**config.mk**
```make
export PLATFORM = sky130hd
export DESIGN_NAME = alu_div_ctrl
export DESIGN_NICKNAME = d
export VERILOG_FILES = /design/src/rtl/alu_div_ctrl_pkg.sv /design/src/rtl/alu_div_ctrl_alu_owner_mux.sv /design/src/rtl/alu_div_ctrl.sv
export SDC_FILE = /design/constraint.sdc
export NUM_CORES = 1
export LEC_CHECK = 0
export CORE_MARGIN = 5
export CORE_UTILIZATION = 30
export DETAILED_ROUTE_END_ITERATION = 10
export DONT_BUFFER_PORTS = 1
export HOLD_SLACK_MARGIN = 0.05
export PLACE_DENSITY = 0.5
export SYNTH_ARGS = -nofsm -noshare
export SYNTH_HDL_FRONTEND = slang
export SYNTH_SLANG_ARGS = --single-unit
```
**constraint.sdc**
```tcl
create_clock -name clk -period 5.05 [get_ports clk]
set_input_delay 0.7575 -clock clk [delete_from_list [all_inputs] [get_ports clk]]
set_output_delay 0.7575 -clock clk [all_outputs]
set_load 0.01 [all_outputs]
```
**src/rtl/alu_div_ctrl_pkg.sv**
```systemverilog
// Shared definitions for the divide sequencer: ALUControl codes, flag
// positions and the controller state encoding.
package alu_div_ctrl_pkg;

    localparam logic [3:0] ALU_ADD = 4'b0000;
    localparam logic [3:0] ALU_SUB = 4'b0001;
    localparam logic [3:0] ALU_AND = 4'b0010;
    localparam logic [3:0] ALU_ORR = 4'b0011;
    localparam logic [3:0] ALU_EOR = 4'b0110;
    localparam logic [3:0] ALU_RSB = 4'b1000;

    localparam int unsigned FLAG_N = 3;
    localparam int unsigned FLAG_Z = 2;
    localparam int unsigned FLAG_C = 1;
    localparam int unsigned FLAG_V = 0;

    typedef enum logic [2:0] {
        ST_IDLE  = 3'd0,
        ST_NEG_N = 3'd1,
        ST_NEG_D = 3'd2,
        ST_ITER  = 3'd3,
        ST_FIX_Q = 3'd4,
        ST_FIX_R = 3'd5,
        ST_DONE  = 3'd6
    } div_state_e;

endpackage

```
**src/rtl/alu_div_ctrl_alu_owner_mux.sv**
```systemverilog
// Selects who drives the shared ALU: the pipeline when the divider is idle,
// the divide controller while it owns the ALU.
module alu_owner_mux #(
    parameter int unsigned XLEN = 32
) (
    input  logic            busy,
    input  logic [XLEN-1:0] ex_a,
    input  logic [XLEN-1:0] ex_b,
    input  logic [3:0]      ex_ctrl,
    input  logic [XLEN-1:0] ctl_a,
    input  logic [XLEN-1:0] ctl_b,
    input  logic [3:0]      ctl_ctrl,
    output logic [XLEN-1:0] alu_a,
    output logic [XLEN-1:0] alu_b,
    output logic [3:0]      alu_ctrl
);

    always_comb begin
        alu_a    = ex_a;
        alu_b    = ex_b;
        alu_ctrl = ex_ctrl;
        if (busy) begin
            alu_a    = ctl_a;
            alu_b    = ctl_b;
            alu_ctrl = ctl_ctrl;
        end
    end

endmodule

```
**src/rtl/alu_div_ctrl.sv**
```systemverilog
// Multi-cycle restoring divider that borrows the execute-stage ALU for one
// operation per cycle and stalls the pipeline until the result is ready.
module alu_div_ctrl
    import alu_div_ctrl_pkg::*;
#(
    parameter int unsigned XLEN = 32
) (
    input  logic            clk,
    input  logic            reset,
    input  logic            start,
    input  logic            signed_op,
    input  logic [XLEN-1:0] dividend,
    input  logic [XLEN-1:0] divisor,
    input  logic [XLEN-1:0] ex_a,
    input  logic [XLEN-1:0] ex_b,
    input  logic [3:0]      ex_ctrl,
    output logic [XLEN-1:0] alu_a,
    output logic [XLEN-1:0] alu_b,
    output logic [3:0]      alu_ctrl,
    input  logic [XLEN-1:0] alu_result,
    input  logic [3:0]      alu_flags,
    output logic            stall,
    output logic            busy,
    output logic            done,
    output logic [XLEN-1:0] quotient,
    output logic [XLEN-1:0] remainder,
    output logic            div_by_zero
);

    div_state_e      state_q, state_d;
    logic [XLEN-1:0] n_q, n_d;
    logic [XLEN-1:0] d_q, d_d;
    logic [XLEN-1:0] r_q, r_d;
    logic [4:0]      cnt_q, cnt_d;
    logic            sign_n_q, sign_n_d;
    logic            sign_d_q, sign_d_d;
    logic [XLEN-1:0] quotient_q, quotient_d;
    logic [XLEN-1:0] remainder_q, remainder_d;
    logic            done_q, done_d;
    logic            dbz_q, dbz_d;

    logic [XLEN-1:0] ctl_a, ctl_b;
    logic [3:0]      ctl_ctrl;
    logic [XLEN-1:0] rs;
    logic            r_msb;
    logic            qbit;
    logic            unused_flags;

    assign unused_flags = ^{alu_flags[FLAG_N], alu_flags[FLAG_Z], alu_flags[FLAG_V]};

    assign busy  = (state_q != ST_IDLE) && (state_q != ST_DONE);
    assign stall = ((state_q == ST_IDLE) && start) || busy;

    // 33-bit partial remainder {r_msb, rs}; r_msb set means it already exceeds D
    assign rs    = {r_q[XLEN-2:0], n_q[XLEN-1]};
    assign r_msb = r_q[XLEN-1];
    assign qbit  = r_msb | alu_flags[FLAG_C];

    always_comb begin
        state_d     = state_q;
        n_d         = n_q;
        d_d         = d_q;
        r_d         = r_q;
        cnt_d       = cnt_q;
        sign_n_d    = sign_n_q;
        sign_d_d    = sign_d_q;
        quotient_d  = quotient_q;
        remainder_d = remainder_q;
        done_d      = 1'b0;
        dbz_d       = dbz_q;
        ctl_a       = '0;
        ctl_b       = '0;
        ctl_ctrl    = ALU_ADD;

        unique case (state_q)
            ST_IDLE: begin
                if (start) begin
                    n_d      = dividend;
                    d_d      = divisor;
                    r_d      = '0;
                    cnt_d    = 5'd31;
                    sign_n_d = signed_op & dividend[XLEN-1];
                    sign_d_d = signed_op & divisor[XLEN-1];
                    dbz_d    = 1'b0;
                    if (divisor == '0) begin
                        state_d     = ST_DONE;
                        quotient_d  = '1;
                        remainder_d = dividend;
                        dbz_d       = 1'b1;
                    end else if (signed_op & dividend[XLEN-1]) begin
                        state_d = ST_NEG_N;
                    end else if (signed_op & divisor[XLEN-1]) begin
                        state_d = ST_NEG_D;
                    end else begin
                        state_d = ST_ITER;
                    end
                end
            end
            ST_NEG_N: begin
                ctl_a    = n_q;
                ctl_ctrl = ALU_RSB;
                n_d      = alu_result;
                state_d  = sign_d_q ? ST_NEG_D : ST_ITER;
            end
            ST_NEG_D: begin
                ctl_a    = d_q;
                ctl_ctrl = ALU_RSB;
                d_d      = alu_result;
                state_d  = ST_ITER;
            end
            ST_ITER: begin
                ctl_a    = rs;
                ctl_b    = d_q;
                ctl_ctrl = ALU_SUB;
                r_d      = qbit ? alu_result : rs;
                n_d      = {n_q[XLEN-2:0], qbit};
                cnt_d    = cnt_q - 5'd1;
                if (cnt_q == '0) begin
                    if (sign_n_q ^ sign_d_q) begin
                        state_d = ST_FIX_Q;
                    end else if (sign_n_q) begin
                        state_d = ST_FIX_R;
                    end else begin
                        state_d = ST_DONE;
                    end
                end
            end
            ST_FIX_Q: begin
                ctl_a    = n_q;
                ctl_ctrl = ALU_RSB;
                n_d      = alu_result;
                state_d  = sign_n_q ? ST_FIX_R : ST_DONE;
            end
            ST_FIX_R: begin
                ctl_a    = r_q;
                ctl_ctrl = ALU_RSB;
                r_d      = alu_result;
                state_d  = ST_DONE;
            end
            ST_DONE: begin
                state_d = ST_IDLE;
            end
            default: begin
                state_d = ST_IDLE;
            end
        endcase

        // Results are captured on entry to DONE so they are valid alongside done.
        if ((state_d == ST_DONE) && (state_q != ST_DONE)) begin
            done_d = 1'b1;
            if (!dbz_d) begin
                quotient_d  = n_d;
                remainder_d = r_d;
            end
        end
    end

    always_ff @(posedge clk or negedge reset) begin
        if (!reset) begin
            state_q     <= ST_IDLE;
            n_q         <= '0;
            d_q         <= '0;
            r_q         <= '0;
            cnt_q       <= '0;
            sign_n_q    <= 1'b0;
            sign_d_q    <= 1'b0;
            quotient_q  <= '0;
            remainder_q <= '0;
            done_q      <= 1'b0;
            dbz_q       <= 1'b0;
        end else begin
            state_q     <= state_d;
            n_q         <= n_d;
            d_q         <= d_d;
            r_q         <= r_d;
            cnt_q       <= cnt_d;
            sign_n_q    <= sign_n_d;
            sign_d_q    <= sign_d_d;
            quotient_q  <= quotient_d;
            remainder_q <= remainder_d;
            done_q      <= done_d;
            dbz_q       <= dbz_d;
        end
    end

    assign done        = done_q;
    assign div_by_zero = dbz_q;
    assign quotient    = quotient_q;
    assign remainder   = remainder_q;

    alu_owner_mux #(
        .XLEN(XLEN)
    ) u_alu_owner_mux (
        .busy    (busy),
        .ex_a    (ex_a),
        .ex_b    (ex_b),
        .ex_ctrl (ex_ctrl),
        .ctl_a   (ctl_a),
        .ctl_b   (ctl_b),
        .ctl_ctrl(ctl_ctrl),
        .alu_a   (alu_a),
        .alu_b   (alu_b),
        .alu_ctrl(alu_ctrl)
    );

endmodule

```
## Yosys cells after proc, flatten, opt, wreduce, memory -nomap -nowiden

Index checks and enable logic that the tools add are counted.

- Output and inout port bits: 136
- Flip-flop bits (word level): 172
- Logic and storage cells: 77
- Input port bits: 172

- Bitwise logic cells: 4
- Equal/unequal tests: 8
- $add $sub $neg: 1
- Mux-type cells: 38
- Reductions and logical operators: 15

Operator list:

| kind | number |
|---|---|
| 32-bit 2-to-1 mux | 17 |
| 32-bit one-hot mux with 3 select lines | 2 |
| 32-bit one-hot mux with 4 select lines | 1 |
| 32-bit one-hot mux with 2 select lines | 1 |
| 32-bit logical NOT | 1 |
| 3-bit one-hot mux with 6 select lines | 1 |
| 5-bit one-hot mux with 2 select lines | 1 |
| 3-bit equality test, second input constant | 3 |
| 3-bit 2-to-1 mux | 3 |
| 4-bit one-hot mux with 2 select lines | 1 |
| 3-bit by 2-bit equality test with 1-bit output, second input constant | 2 |
| 1-bit 2-to-1 mux | 6 |
| 2-bit 2-to-1 mux | 3 |
| 2-bit AND reduction | 3 |
| 5-bit logical NOT | 1 |
| 5-bit 2-to-1 mux | 1 |
| 5-bit by 1-bit subtractor with 5-bit output, second input constant | 1 |
| 4-bit 2-to-1 mux | 1 |
| 2-bit nonzero test | 2 |
| 4-bit OR reduction | 1 |
| 3-bit by 1-bit equality test with 1-bit output, second input constant | 1 |
| 1-bit logical AND | 3 |
| 3-bit logical NOT | 1 |
| 3-bit inequality test, second input constant | 1 |
| 7 further kinds | 8 |

## Longest topological paths before layout

Gate-level depths: netlist (run 1).

- Depth after elaboration: 9
- Mapped depth: 9

## By module

A second synthesis (run 1) with hierarchy kept.

- Cell total of the unflattened synthesis: 963
- Area, all modules: 10292.4 um^2

By module, submodules not included:

| module | times used | seq. area each (um^2) | cells an instance | area each (um^2) |
|---|---|---|---|---|
| alu_div_ctrl | 1 | 4304.1 | 887 | 9379.0 |
| alu_owner_mux | 1 | 0.0 | 76 | 913.4 |

## Least setup slack after synthesis (run 1)

Ideal clock, no wire load.

- Path kind: register to output
- From: register state_q[0]
- To: output alu_b[26]
- Arrival: 1822 ps
- Data required time: 4293 ps
- Stages on the path, launching flop included: 7
- Slack: 2471 ps
- Cell sequence: dfrtp_1 > buf_2 > buf_2 > nor3_1 > clkbuf_1 > buf_2 > a22o_1

- Cells in the longest elaborated chain, start to end: 3
- Elaborated cells between the ends (all ways): 6
- Those cells by class: eq/ne: 2; mux: 2; reduce/logical: 2

RTL lines:

| element | RTL line | text |
|---|---|---|
| start: declaration | alu_div_ctrl.sv:30 | `div_state_e state_q, state_d;` |
| start signal: assignment | alu_div_ctrl.sv:172 | `state_q <= state_d;` |
| 3-bit by 2-bit equality test with 1-bit output, or another cell as far along | alu_div_ctrl.sv:75 | `unique case (state_q)` |
| 32-bit 2-to-1 mux or 1-bit logical AND (tied branches) | alu_div_ctrl.sv:75, alu_div_ctrl.sv:51 |  |
| 32-bit 2-to-1 mux (*) | alu_div_ctrl_alu_owner_mux.sv:22 | `if (busy) begin` |
| end: declaration | alu_div_ctrl.sv:18 | `output logic [XLEN-1:0] alu_b,` |

Mark *: on every way between the ends. The rest lies on a longest branch, timed or not.

## Final worst setup path (run 1)

- From: register state_q[0]
- To: output alu_b[15]

Same word-level chain as after synthesis.

==> results of run 1 <==
==> sequential cells by signal, summed over array words and instances, names as in the netlist, 3 cells and up <==
register / flops
state_q: 3
remainder: 32
r_q: 32
d_q: 32
cnt_q: 5
quotient: 32
n_q: 32
==> worst max path at each step <==
stage	to	slack, ps	cells past startpoint
floorplan	alu_b[26]	2470	6
global placement	alu_b[5]	1560	3
detailed placement	alu_b[15]	1560	3
CTS	alu_b[15]	1030	3
global route	alu_b[15]	950	3
finish	alu_b[15]	1090	3
==> critical path: cells and delay by family (launching register included) <==
kind / cells / cell delay [ps]
simple gates: 1 / 1010
flops: 1 / 970
buf+inv: 1 / 470
compound gates: 1 / 280
==> kinds of logic after synthesis <==
group | Yosys count
AOI/OAI and AO/OA | 252
xor gates and xnor gates | 2
adders and majority gates | 2
buffers and inverters | 142
DFF | 172
muxes | 161
and+or+nand+nor | 155
==> power groups by stage <==
stage	sequential [uW]	clock (uW)	combinational, uW
after global placement	2350	0	2720
after CTS	2330	1310	2790
after detailed placement	2360	0	2750
after floorplan	2120	0	2190
after global routing	2390	1350	3040
final	2340	1260	2770
==> routing by layer <==
metal,global-route usage [%],vias up,share of wire (%)
li1,-,3237,-
met1,23.7,3620,41
met4,7.87,0,3.3
met5,0,-,0
met2,28.6,347,47
met3,5.71,58,9.2
==> cell usage after synthesis, drive strengths merged (3+ instances only) <==
library cell  instances  area share, %
a221o                32            3.5
nor4                  8           0.54
nand2                81            3.3
a21oi                 5           0.31
a2bb2oi               3           0.28
o21ai                72            3.9
clkbuf               38            1.5
nor3                  5           0.50
and2                  3           0.20
a22o                 32            3.0
mux2i               161             17
nor2                 43            1.7
inv                  69            2.8
nor2b                 3           0.20
buf                  35            2.5
dfrtp               172             46
nand2b                4           0.27
a21boi               31            2.5
a222oi               63            6.8
==> timing repair <==
| item | in CTS | in global routing |
|---|---|---|
| buffers inserted | 0 | 0 |
| endpoints found under the hold margin | 172 | 0 |
| hold buffers | 1 | 0 |
==> cell usage in the layout, fill, tap and decap left out, types with 2 or more instances in the layout <==
cell         n
a21boi_0    31
a21o_1       2
a21oi_1      4
a221o_1     32
a222oi_1    63
a22o_1      32
a2bb2oi_1    3
a31oi_1      2
and2_1       3
buf_4       13
clkbuf_16   17
clkinv_2     3
clkinv_4     5
dfrtp_1    171
ha_1         2
inv_1       69
inv_6        4
mux2i_1    161
nand2_1     80
nand2b_1     3
nand4_1      2
nor2_1      40
nor2_4       3
nor2b_1      3
nor3_2       2
nor3_4       2
nor4_1       8
o21a_1       2
o21ai_0     41
o21ai_1     30
==> metrics by stage <==
step / utilization, % / hold slack, ps / power [uW] / cells / setup slack, ps
after CTS: 33.3 / 385 / 6440 / 1256 / 1030
after global placement: 31.4 / 469 / 5070 / 1223 / 1560
after detailed placement: 31.4 / 469 / 5100 / 1223 / 1560
after global routing: 33.3 / 405 / 6790 / 1256 / 946
final: 33.3 / 348 / 6370 / 1256 / 1090
after floorplan: - / 462 / 4310 / 886 / 2470
==> cell type report <==
| class | count | area share (%) |
|---|---|---|
| multi-input combinational | 572 | 43.3 |
| sequential | 172 | 42.4 |
| tap | 396 | 4.88 |
| clock buffer | 18 | 4.32 |
| inverter | 69 | 2.55 |
| timing repair buffer | 15 | 1.43 |
| clock inverter | 14 | 1.11 |
==> run summary, run 1 <==
Outcome = complete, no violations
CP Launch Type = flop
Post-synthesis cell type count = 48
CP Cell Sequence = and3b_2 > buf_4 > a22o_1
Maximum vdd drop = 0.000269 V
Grt total ovfl = 0
Slew HR = 21.7%
Mux cell area share after synthesis = 17.4%
Global-route wire length before repair = 47.6 mm
Maxcap violations = 0
Cell row count = 64
Synth Area in Simple Gates = 7.48%
Largest fanout on the critical path = 44
Flop pwr share = 36.7%
Synth-to-layout area growth = 9.56%
Starting Density = 30.4%
TritonCTS clock tree = yes
Critical R2R Launch = state_q[0]
Number of synthesized flops with an enable pin = 0
Final Setup Violations = 0
Worst-Margin Slew = 1170 ps
GRT Total Usage = 18.4%
Pleak = 0.00488 uW
Via Count = 7262
Pint = 3560 uW
Worst setup path startpoint = state_q[0]
Ports = 308
Post-Synth XOR/XNOR Area = 0.189%
H-tree depth = 4
Clock root buffer master = clkbuf_16
RePlAce Congestion = 0.780
Diodes inserted = 0
Detailed Place HPWL = 22.7 mm
# DRC = 0
Post-Syn Area = 9270 um2
Combinational share of power = 43.5%
FFs w/ async S/R, synth = 100%
Die Footprint = 34500 um2
Largest family of logic cells by synthesized area = compound AO/OA/AOI/OAI gates
Crit-path slowest cell = and3b_2
Synth Area in Compound Gates = 21.4%
Syn Area/Cell = 10.5 um2
Setup TNS = 0 ps
HP Class = input pin to async pin
Drt first pass iters = 7
Gate Count Post-Synth = 886
Clock Sinks = 172
Nets = 1021
Final clock skew = 11.4 ps
Initial antenna violation count = 0
Seq/Total Area, Yosys = 46.4%
Core ar. = 30500 um2
Final slew viol count = 0
Per-cell routed wire length = 26.1 um
R2R Setup Slk = 1530 ps
Max Buffers Root-to-Sink = 2
Power per cell area = 627 nW/um2
Period utilization = 78.5%
Post-synth top flop = dfrtp_1
CP Capture Type = primary output
Register Area = 4310 um2
Unrepaired setup endpoints after global routing = no
Worst path max stage delay = 1010 ps
Synth warn = 0
Skew-Pair Late Insertion Delay = 450 ps
Design area = 10200 um2
Sw Ratio = 44.1%
Total Wirelength = 32.8 mm
Die Width = 186 um
Buffers on Ports = 0
Filler cell count = 3083
Critical path data arrival time = 3210 ps
DRT iter0 DRCs = 948
Die Y = 186 um
Clock transition at the registers of the reported paths = 70 ps
CP required = 4290 ps
Worst r2r path cells = 8
Vias in the first global route = 7349
Largest net degree at the start of global routing = 173
Kind of critical path = flop to primary output
Crit path time final = 3960 ps
Syn_nets = 1060
Antenna Nets Post-Route = 0
Area of the multi-input gates = 4400 um2
Placement Cell Area = 9580 um2
Clock buffer count from CTS = 17
Vias per cell = 5.78
Synth Register Bits = 172
Endpoints failing hold = 0
Clock network power share = 19.8%
Layout cells sized above 1 = 7.21%
P_sw = 2810 uW
Synth Area in Adders = 0.270%
Cts repair resizes = 0
Fmax achieved = 252 MHz
Critical R2R Capture = remainder[23]
Note: power is estimated with default switching activity, not from simulation.
==> inputs of run 2 (changes only) <==
--- a/config.mk
+++ b/config.mk
@@ -10,7 +10,7 @@
 export DETAILED_ROUTE_END_ITERATION = 10
 export DONT_BUFFER_PORTS = 1
 export HOLD_SLACK_MARGIN = 0.05
-export PLACE_DENSITY = 0.5
+export PLACE_DENSITY = 0.51
 export SYNTH_ARGS = -nofsm -noshare
 export SYNTH_HDL_FRONTEND = slang
 export SYNTH_SLANG_ARGS = --single-unit
==> constraint.sdc (replaced) <==
create_clock -name clk -period 3.6 [get_ports clk]
set_input_delay 0.54 -clock clk [delete_from_list [all_inputs] [get_ports clk]]
set_output_delay 0.54 -clock clk [all_outputs]
set_load 0.01 [all_outputs]
==> run summary, run 2 (synthesized netlist as in run 1, its figures left out) <==
Critical R2R Capture = quotient[20]
Layout cells sized above 1 = 7.84% (+0.63 points)
Drt first pass iters = 5 (-2)
GRT Total Usage = 18.2% (-0.21 points)
Worst r2r path cells = 7 (-1)
HP Class = input pin to async pin
Nets = 1028 (+0.69%)
Worst path bufs/invs = 1 (unchanged)
Final clock skew = 13.0 ps (+1.59 ps)
DRT iter0 DRCs = 852 (-10%)
Filler cell count = 3110 (+0.88%)
Final Setup Violations = 0 (unchanged)
Register Area = 4310 um2 (unchanged)
Fmax achieved = 324 MHz
H-tree depth = 4 (unchanged)
Critical path data arrival time = 2550 ps (-660 ps)
Largest fanout on the critical path = 18 (-59%)
Power per cell area = 889 nW/um2 (+42%)
Final slew viol count = 0 (unchanged)
Die Width = 186 um (unchanged)
Cells after DPL = 1231 (+0.65%)
Outcome = complete, but fails checks
CP Cell Sequence = nand2b_2 > buf_4 > o21ai_0 > a221o_1
Final std cells w/o fill = 1263 (+0.56%)
Critical R2R Launch = state_q[0]
Clock transition at the registers of the reported paths = 70 ps (about the same)
Core ar. = 30500 um2 (unchanged)
R2R Setup Slk = 840 ps (-690 ps)
Initial antenna violation count = 0 (unchanged)
Per-cell routed wire length = 25.7 um (-1.6%)
# DRC = 0 (unchanged)
Vias per cell = 5.84 (+0.97%)
Setup TNS = 0 ps (unchanged)
CP Launch Type = flop
Period utilization = 85.8%
CP top delay family = flip-flops
RePlAce Congestion = 0.809 (+3.7%)
Crit-path slowest cell = dfrtp_1
Starting Density = 30.4% (unchanged)
Ports = 308 (unchanged)
CP required = 3060 ps (-1230 ps)
Worst path max stage delay = 680 ps (-330 ps)
Failing checks = hold timing
Area of the multi-input gates = 4400 um2 (unchanged)
Slew HR = 32.0% (+10 points)
Most frequent cells in the layout = dfrtp_1, mux2i_1, nand2_1
Skew-Pair Late Insertion Delay = 440 ps (about the same)
Grt total ovfl = 0 (unchanged)
Kind of critical path = flop to primary output
Die Footprint = 34500 um2 (unchanged)
Crit path time final = 3090 ps
CP Capture Type = primary output
Buffers on Ports = 0 (unchanged)
Cts repair resizes = 0 (unchanged)
Largest net degree at the start of global routing = 173 (unchanged)
Diodes inserted = 0 (unchanged)
Cell row count = 64 (unchanged)
Clock buffer count from CTS = 17 (unchanged)
Unrepaired setup endpoints after global routing = no
Total Power = 9130 uW (+43%)
TritonCTS clock tree = yes
Total Wirelength = 32.4 mm (-1.1%)
Pleak = 0.00493 uW (+1.0%)
Worst-Margin Slew = 1020 ps (-152 ps)
Maxcap violations = 0 (unchanged)
Max Buffers Root-to-Sink = 2 (unchanged)
Maximum vdd drop = 0.000471 V (+75%)
Clock root buffer master = clkbuf_16
Clock Sinks = 172 (unchanged)
Global-route wire length before repair = 47.4 mm (-0.55%)
Die Y = 186 um (unchanged)
Vias in the first global route = 7313 (-0.49%)
Antenna Nets Post-Route = 0 (unchanged)
Commonest non-fill, non-tap cell in the layout = dfrtp_1
Synth-to-layout area growth = 10.8%
Via Count = 7373 (+1.5%)
Endpoints failing hold = 172 (+172)
Hold WS = -200 ps (-548 ps)
Postcts setup bufs = 0 (unchanged)
Detailed Place HPWL = 22.8 mm (+0.42%)
-- run 2: changes by cell type in the layout (fill, tap and decap cells not counted), moves of 2 or more --
cell	previous run	this run
buf_4	13	18
clkinv_4	5	1
buf_12	1	4
bufinv_16	0	3
clkinvlp_4	1	3
-- run 2: area by class of cell --
class | instances | area share [%]
Clock buffer | 18 | 4.18
Clock inverter | 14 | 1.63
Inverter | 69 | 2.52
Multi-Input combinational cell | 572 | 42.8
Sequential cell | 172 | 41.9
Tap cell | 396 | 4.82
Timing Repair Buffer | 22 | 2.10
-- run 2: stage by stage --
stage / cell area [um2] / setup slack [ps] / util, %
floorplan: 9270 / 1240 / -
global placement: 9670 / 758 / 31.7
detailed placement: 9670 / 715 / 31.7
CTS: 10300 / 508 / 33.7
global route: 10300 / 362 / 33.7
finish: 10300 / 512 / 33.7
-- run 2: worst reg2reg max path, cell delays in order, from the launching register on --
cell,delay (ps)
dfrtp_2,600
buf_4,410
nor3_2,110
nand2_2,250
a311oi_1,130
o211ai_1,240
buf_4,600
mux2i_1,320
-- run 2: where the power goes --
part           switching, uW  leakage [uW]  internal [uW]
combinational           2380       0.00243           1570
clock                    824      0.000287           1090
sequential               707       0.00221           2560
-- run 2: worst max-delay path by stage --
| stage | to | slack [ps] | depth (start not counted) | startpoint |
|---|---|---|---|---|
| floorplan | alu_b[26] | 1240 | 6 | state_q[0] |
| global placement | remainder[14] | 760 | 6 | divisor[16] |
| detailed placement | remainder[25] | 710 | 6 | divisor[16] |
| CTS | alu_a[5] | 510 | 4 | state_q[1] |
| global route | alu_a[4] | 360 | 4 | state_q[1] |
| finish | alu_a[1] | 510 | 4 | state_q[2] |
-- run 2: layer usage --
layer  vias up  wire length [um]  track usage [%]
li1       3249                 -                -
met1      3738             13100             23.7
met2       339             15500             28.6
met3        47              3040             5.75
met4         0               840             6.35
met5         -                 0                0
